<file path="src/rtl/lcd_pkg.sv">
// Shared encodings for the LCD sequencer: SPI byte types, init-ROM entry types and FSM states.
package lcd_pkg;

    localparam logic [1:0] CMD_BYTE  = 2'b00;
    localparam logic [1:0] DATA_BYTE = 2'b01;

    typedef enum logic [1:0] {
        T_CMD   = 2'b00,
        T_DATA  = 2'b01,
        T_DELAY = 2'b10,
        T_END   = 2'b11
    } rom_type_e;

    // The encoding doubles as the seq_state LED value.
    typedef enum logic [2:0] {
        S_RST_LOW   = 3'd0,
        S_RST_WAIT  = 3'd1,
        S_FETCH     = 3'd2,
        S_ISSUE     = 3'd3,
        S_GUARD     = 3'd4,
        S_WAIT_DONE = 3'd5,
        S_DELAY     = 3'd6,
        S_RUN       = 3'd7
    } seq_state_e;

    function automatic logic [9:0] rom_entry(input rom_type_e t, input logic [7:0] payload);
        return {t, payload};
    endfunction

endpackage

</file>
<file path="src/rtl/lcd_init_rom.sv">
// Panel power-up script as a combinational case-ROM of {type, payload} entries.
module lcd_init_rom
    import lcd_pkg::*;
#(
    parameter int unsigned INIT_LEN = 32,
    parameter int unsigned AW       = $clog2(INIT_LEN)
) (
    input  logic [AW-1:0] addr,
    output logic [9:0]    entry
);

    always_comb begin
        // NOTE: the default arm covers every unlisted address, so no latch is inferred.
        case (int'(addr))
            0:       entry = rom_entry(T_CMD,   8'h01); // SWRESET
            1:       entry = rom_entry(T_DELAY, 8'd2);
            2:       entry = rom_entry(T_CMD,   8'h11); // SLPOUT
            3:       entry = rom_entry(T_DELAY, 8'd0);
            4:       entry = rom_entry(T_CMD,   8'h3A); // COLMOD
            5:       entry = rom_entry(T_DATA,  8'h55); // 16 bpp
            6:       entry = rom_entry(T_CMD,   8'h36); // MADCTL
            7:       entry = rom_entry(T_DATA,  8'h00);
            8:       entry = rom_entry(T_CMD,   8'h29); // DISPON
            default: entry = rom_entry(T_END,   8'h00);
        endcase
    end

endmodule

</file>
<file path="src/rtl/lcd_seq_ctrl.sv">
// LCD power-up sequencer: panel reset, ROM script replay into spi_master, then
// gated pass-through of the spi_master channel to the drawing client.
module lcd_seq_ctrl
    import lcd_pkg::*;
#(
    parameter int unsigned RST_LOW_CYC    = 100000,
    parameter int unsigned RST_WAIT_CYC   = 12000000,
    parameter int unsigned DELAY_UNIT_CYC = 100000,
    parameter int unsigned INIT_LEN       = 32,
    parameter int unsigned CNT_W          = 24
) (
    input  logic       clk,
    input  logic       reset,
    input  logic       reinit,
    output logic       lcd_rst_n,
    output logic       init_done,
    output logic [2:0] seq_state,
    input  logic       draw_start,
    input  logic [7:0] draw_data,
    input  logic [1:0] draw_cmd,
    output logic       draw_ready,
    output logic       spi_start,
    output logic [7:0] spi_data,
    output logic [1:0] spi_cmd,
    input  logic       spi_ready
);

    localparam int unsigned AW = $clog2(INIT_LEN);
    localparam logic [AW-1:0] LAST_PTR = AW'(INIT_LEN - 1);

    seq_state_e       state;
    logic [AW-1:0]    ptr;
    logic [CNT_W-1:0] timer;
    logic [7:0]       dly_cnt;
    logic             reinit_pend;
    logic             lcd_rst_q;
    logic             init_done_q;
    logic             start_q;
    logic [7:0]       data_q;
    logic [1:0]       cmd_q;

    logic [9:0]       entry;
    rom_type_e        etype;
    logic [7:0]       payload;
    logic             at_last;
    logic             take_reinit;

    lcd_init_rom #(.INIT_LEN(INIT_LEN), .AW(AW)) u_rom (
        .addr  (ptr),
        .entry (entry)
    );

    assign etype       = rom_type_e'(entry[9:8]);
    assign payload     = entry[7:0];
    assign at_last     = (ptr == LAST_PTR);
    assign take_reinit = (reinit_pend || reinit) && spi_ready && !draw_start;

    // NOTE: reset is sampled on the clock edge only, so it never appears in the sensitivity list.
    always_ff @(posedge clk) begin
        if (!reset) begin
            state       <= S_RST_LOW;
            ptr         <= '0;
            timer       <= '0;
            dly_cnt     <= '0;
            reinit_pend <= 1'b0;
            lcd_rst_q   <= 1'b0;
            init_done_q <= 1'b0;
            start_q     <= 1'b0;
            data_q      <= '0;
            cmd_q       <= '0;
        end else begin
            // NOTE: non-blocking assignments throughout, so every read sees the pre-edge value.
            start_q <= 1'b0;
            case (state)
                S_RST_LOW: begin
                    lcd_rst_q <= 1'b0;
                    if (timer == CNT_W'(RST_LOW_CYC - 1)) begin
                        timer     <= '0;
                        lcd_rst_q <= 1'b1;
                        state     <= S_RST_WAIT;
                    end else begin
                        timer <= timer + 1'b1;
                    end
                end
                S_RST_WAIT: begin
                    if (timer == CNT_W'(RST_WAIT_CYC - 1)) begin
                        timer <= '0;
                        state <= S_FETCH;
                    end else begin
                        timer <= timer + 1'b1;
                    end
                end
                S_FETCH: begin
                    case (etype)
                        T_CMD, T_DATA: state <= S_ISSUE;
                        T_DELAY: begin
                            if (payload == 8'd0) begin
                                if (at_last) begin
                                    state       <= S_RUN;
                                    init_done_q <= 1'b1;
                                end else begin
                                    ptr   <= ptr + 1'b1;
                                    state <= S_FETCH;
                                end
                            end else begin
                                dly_cnt <= payload;
                                timer   <= '0;
                                state   <= S_DELAY;
                            end
                        end
                        default: begin
                            state       <= S_RUN;
                            init_done_q <= 1'b1;
                        end
                    endcase
                end
                S_ISSUE: begin
                    if (spi_ready) begin
                        start_q <= 1'b1;
                        data_q  <= payload;
                        cmd_q   <= entry[9:8];
                        state   <= S_GUARD;
                    end
                end
                // spi_ready only drops the cycle after spi_start, so it is still stale here.
                S_GUARD: state <= S_WAIT_DONE;
                S_WAIT_DONE: begin
                    if (spi_ready) begin
                        if (at_last) begin
                            state       <= S_RUN;
                            init_done_q <= 1'b1;
                        end else begin
                            ptr   <= ptr + 1'b1;
                            state <= S_FETCH;
                        end
                    end
                end
                S_DELAY: begin
                    if (timer == CNT_W'(DELAY_UNIT_CYC - 1)) begin
                        timer <= '0;
                        if (dly_cnt == 8'd1) begin
                            if (at_last) begin
                                state       <= S_RUN;
                                init_done_q <= 1'b1;
                            end else begin
                                ptr   <= ptr + 1'b1;
                                state <= S_FETCH;
                            end
                        end else begin
                            dly_cnt <= dly_cnt - 1'b1;
                        end
                    end else begin
                        timer <= timer + 1'b1;
                    end
                end
                default: begin // S_RUN
                    if (draw_start) begin
                        data_q <= draw_data;
                        cmd_q  <= draw_cmd;
                    end
                    if (take_reinit) begin
                        state       <= S_RST_LOW;
                        ptr         <= '0;
                        timer       <= '0;
                        reinit_pend <= 1'b0;
                        lcd_rst_q   <= 1'b0;
                        init_done_q <= 1'b0;
                    end else if (reinit) begin
                        reinit_pend <= 1'b1;
                    end
                end
            endcase
        end
    end

    // Client owns the channel only in RUN; elsewhere its strobes are dropped, not queued.
    assign spi_start  = (state == S_RUN) ? draw_start : start_q;
    assign spi_data   = (state == S_RUN) ? draw_data  : data_q;
    assign spi_cmd    = (state == S_RUN) ? draw_cmd   : cmd_q;
    assign draw_ready = (state == S_RUN) && spi_ready;
    assign lcd_rst_n  = lcd_rst_q;
    assign init_done  = init_done_q;
    assign seq_state  = state;

endmodule

</file>
<file path="config.mk">
export PLATFORM = sky130hd
export DESIGN_NAME = lcd_seq_ctrl
export DESIGN_NICKNAME = d
export VERILOG_FILES = /design/src/rtl/lcd_pkg.sv /design/src/rtl/lcd_init_rom.sv /design/src/rtl/lcd_seq_ctrl.sv
export SDC_FILE = /design/constraint.sdc
export NUM_CORES = 1
export LEC_CHECK = 0
export CELL_PAD_IN_SITES_DETAIL_PLACEMENT = 1
export CELL_PAD_IN_SITES_GLOBAL_PLACEMENT = 2
export CORE_ASPECT_RATIO = 1.4
export CORE_MARGIN = 2
export CORE_UTILIZATION = 35
export CTS_BUF_LIST = sky130_fd_sc_hd__clkbuf_8
export DETAILED_ROUTE_END_ITERATION = 8
export PLACE_DENSITY_LB_ADDON = 0.1
export SKIP_CTS_REPAIR_TIMING = 1
export SLEW_MARGIN = 20
export SYNTH_ARGS = -nofsm -noshare
export SYNTH_HDL_FRONTEND = slang
export SYNTH_SLANG_ARGS = --single-unit
</file>
<file path="constraint.sdc">
create_clock -name clk -period 3.2 [get_ports clk]
set_input_delay 0.64 -clock clk [delete_from_list [all_inputs] [get_ports clk]]
set_output_delay 0.64 -clock clk [all_outputs]
set_load 0.03 [all_outputs]
</file>
==> qor.tcl, run 1 <==
set qor(holdCritStartpoint) {init_done}
set qor(number_of_flops_mapped_to_enable_cells_by_yosys) 0
set qor(core_area_sq_mm) 0.00985
set qor(worst_path_largest_cell_delay_ns) 0.52
set qor(synthDominantCellAreaShare_pct) 35.7
set qor(finish.net_count) 520
set qor(final-seq-area_sq_mm) 0.00126
set qor(multi_input_area_sq_mm) 0.00211
set qor(worstPathRequired_ns) 3.43
set qor(via_per_inst) 5.33
set qor(routed-via-count) 3398
set qor(slew_headroom_pct) 55.2
set qor(grt_first_pass_wirelength_um) 17500
set qor(clk_pin_slew_ns) 0.08
set qor(period_needed_ns) 2.90
set qor(clock_insertion_delay_worst_skew_ns) 0.35
set qor(worstSetupStartpoint) {dly_cnt[3]}
set qor(ys_seq_elements) 63
set qor(drt_drc_violations_left) 0
set qor(detail_route.first_pass.iterations) 4
set qor(arrival_ns) 3.12
set qor(grt_pass1_vias) 3573
set qor(clk_path_buf_depth) 2
set qor(globalRoute.totalOverflow) 0
set qor(cts-htree-levels) 3
set qor(synthFlopType) {dfxtp_1}
set qor(floorplan.io_pins) 32
set qor(reg2reg_slack_ns) 0.30
set qor(grt.total_usage_pct) 20.9
set qor(layout-drive-gt1-share_pct) 10.1
set qor(gp_congestion) 0.823
set qor(wire_per_inst_um) 16.4
set qor(yosysSeqAreaShare_pct) 35.7
set qor(p_per_area_mw_per_mm2) 408
set qor(finalHoldViolCount) 0
set qor(clock_tree_from_tritoncts) {built}
set qor(grt_antenna_before_repair) 0
set qor(n_antenna_cell) 0
set qor(fillCellCount) 1232
set qor(type_of_the_worst_setup_path) {flop to flop}
set qor(syn_nets) 480
set qor(run_status) {finished clean}
set qor(number_of_distinct_library_cells_after_synthesis) 65
set qor(synth_area_sq_mm) 0.00353
set qor(totalNegativeSetupSlack_ns) 0
set qor(tritoncts.num_buffers) 9
set qor(postSynthCellCount) 458
set qor(post_drt_antenna_nets) 0
set qor(maxCapViolCount) 0
set qor(setup_ws_ns) 0.304
set qor(start_util_pct) 35.9
set qor(timing.hold.worst.class) {flop to flop}
set qor(pre_cts_ws_ns) -0.0324
set qor(worst_clock_skew_ns) 0.0101
set qor(ctsRootBufferMaster) {clkbuf_8}
set qor(crit_path_start_kind) {flop}
set qor(worst_pin_slew_ns) 0.667
set qor(timing.final.setup_violations) 0
set qor(vdd_ir_drop_max_v) 0.000186
set qor(worstReg2RegStart) {dly_cnt[3]}
set qor(end_kind) {flop}
set qor(dieArea_sq_mm) 0.0109
set qor(synth_async_sr_flop_share_pct) 0
set qor(rsz_0062_raised_after_global_routing) {false}
set qor(drt_first_iter_violations) 84
set qor(area.growth.synth_to_final_pct) 20.9
set qor(floorplan.die.height_um) 123
set qor(postSynthAreaPerCell_sq_um) 7.71
set qor(path_cells) {nor4_2, nand4_1, a32oi_4, and4_1, a22o_1, nand2_1, ha_1, nor3_1, o32ai_1}
set qor(finalCritPeriodShare_pct) 90.5
set qor(yosys-top-cells-area) {dfxtp_1 (36%), nor2_1 (7.4%), nand2_1 (7.3%)}
set qor(worstPathBufferInverterCount) 0
set qor(grt_max_degree) 21
set qor(timing.fmax_mhz) 345
set qor(port_buffers) 31
set qor(master_of_the_slowest_instance_on_the_critical_path) {nor4_2}
set qor(cp_top_family) {simple AND/OR/NAND/NOR gates}
set qor(totalWireLength_um) 10500
set qor(synth-warning-count) 0
set qor(cellLeakagePower_nw) 1.60
set qor(die_w_um) 88.9
set qor(rows) 43
set qor(crit_fanout) 6
set qor(number_of_clock_sinks) 63
set qor(timing.final.max_slew_violations) 0
set qor(yosys.area.top_type) {dfxtp_1}
set qor(dp.final_hpwl_um) 8120
[Yosys cell counts, types with 3 or more instances]
| cell type | instances |
|---|---|
| and2_1 | 5 |
| xor2_1 | 11 |
| and4_1 | 3 |
| nor4_1 | 4 |
| nor3b_1 | 4 |
| o21ai_0 | 17 |
| a311oi_1 | 4 |
| nand4b_1 | 4 |
| o211ai_1 | 5 |
| a31oi_1 | 4 |
| inv_1 | 13 |
| or3_1 | 4 |
| nand3_1 | 16 |
| a21oi_1 | 26 |
| nand2_1 | 69 |
| clkbuf_1 | 18 |
| nor2b_1 | 7 |
| o221a_2 | 3 |
| nor2_1 | 70 |
| and3_1 | 10 |
| mux2i_1 | 4 |
| nand4_1 | 13 |
| dfxtp_1 | 63 |
| buf_2 | 3 |
| a211oi_1 | 9 |
| xnor2_1 | 7 |
| nor3_1 | 6 |
| ha_1 | 7 |
| nand2b_1 | 5 |
[worst register-to-register path, delay by kind of cell, from the launching register on]
| family | cells | cell delay (ns) |
|---|---|---|
| fa+ha+maj | 1 | 0.25 |
| compound gates | 3 | 0.64 |
| simple gates | 5 | 1.50 |
| flops | 1 | 0.38 |
[layout by cell type, fill, tap and decap left out, types with 11 or more instances in the layout]
master and n:
xor2_1 11, nand4_1 13, a21oi_1 26, nor2_1 70, buf_4 21, o21ai_0 16
clkdlybuf4s50_1 31, nand2_1 69, nand3_1 16, dfxtp_1 63, inv_1 14
[metrics by stage]
stage          instances  util [%]  total power, mW  instance area (sq um)  hold slack [ns]
3_5_place_dp         622      41.4             1.06                   4070            0.456
5_1_grt              638      43.4             1.83                   4270            0.490
3_3_place_gp         622      41.4             1.05                   4070            0.440
4_1_cts              638      43.4             1.77                   4270            0.474
2_1_floorplan        458         -            0.969                   3530            0.429
6_report             638      43.4             1.74                   4270            0.462
[logic make-up (layout without fill, tap and decap cells)]
family                     after synthesis  after routing  share of synthesized area [%]
AOI/OAI and AO/OA                       97             97                           19.3
xor gates and xnor gates                18             18                           4.46
adders and majority gates                8              8                           2.76
buffers and inverters                   39             84                           4.46
DFF                                     63             63                           35.7
muxes                                    4              4                           1.13
and+or+nand+nor                        229            229                           32.2
[power by group]
| part | switching, mW | total (mW) | internal (mW) |
|---|---|---|---|
| combinational | 0.119 | 0.210 | 0.0909 |
| sequential | 0.0267 | 0.828 | 0.802 |
| clock | 0.325 | 0.703 | 0.378 |
[final timing paths]
kind	to	depth (start not counted)
worst max register to register	flop	9
worst min-delay path	init_done	2
worst min register to register	init_done	2
worst max-delay path	flop	9
[per-layer routing]
layer / share of wire, % / track usage (%) / vias up
met4: 2.2 / 7.86 / 0
met5: 0 / 0 / -
met2: 56 / 40.7 / 39
met1: 40 / 21.8 / 1632
li1: - / - / 1709
met3: 2.2 / 3.16 / 18
[cell type report]
type                            count  share of cell area, %
Clock inverter                      6                   1.44
Inverter                           16                   1.41
Multi-Input combinational cell    356                   49.5
Clock buffer                       10                   3.22
Timing Repair Buffer               52                   11.0
Sequential cell                    63                   29.5
Tap cell                          135                   3.96
Power figures use the tool's default switching activity.
==> run 2, diff against run 1 <==
--- a/config.mk
+++ b/config.mk
@@ -12,6 +12,7 @@
 export CORE_UTILIZATION = 35
 export CTS_BUF_LIST = sky130_fd_sc_hd__clkbuf_8
 export DETAILED_ROUTE_END_ITERATION = 8
+export HOLD_SLACK_MARGIN = 0.03
 export PLACE_DENSITY_LB_ADDON = 0.1
 export SKIP_CTS_REPAIR_TIMING = 1
 export SLEW_MARGIN = 20
==> results of run 2 <==
Final layout, timing and power as in run 1 (identical DEF).
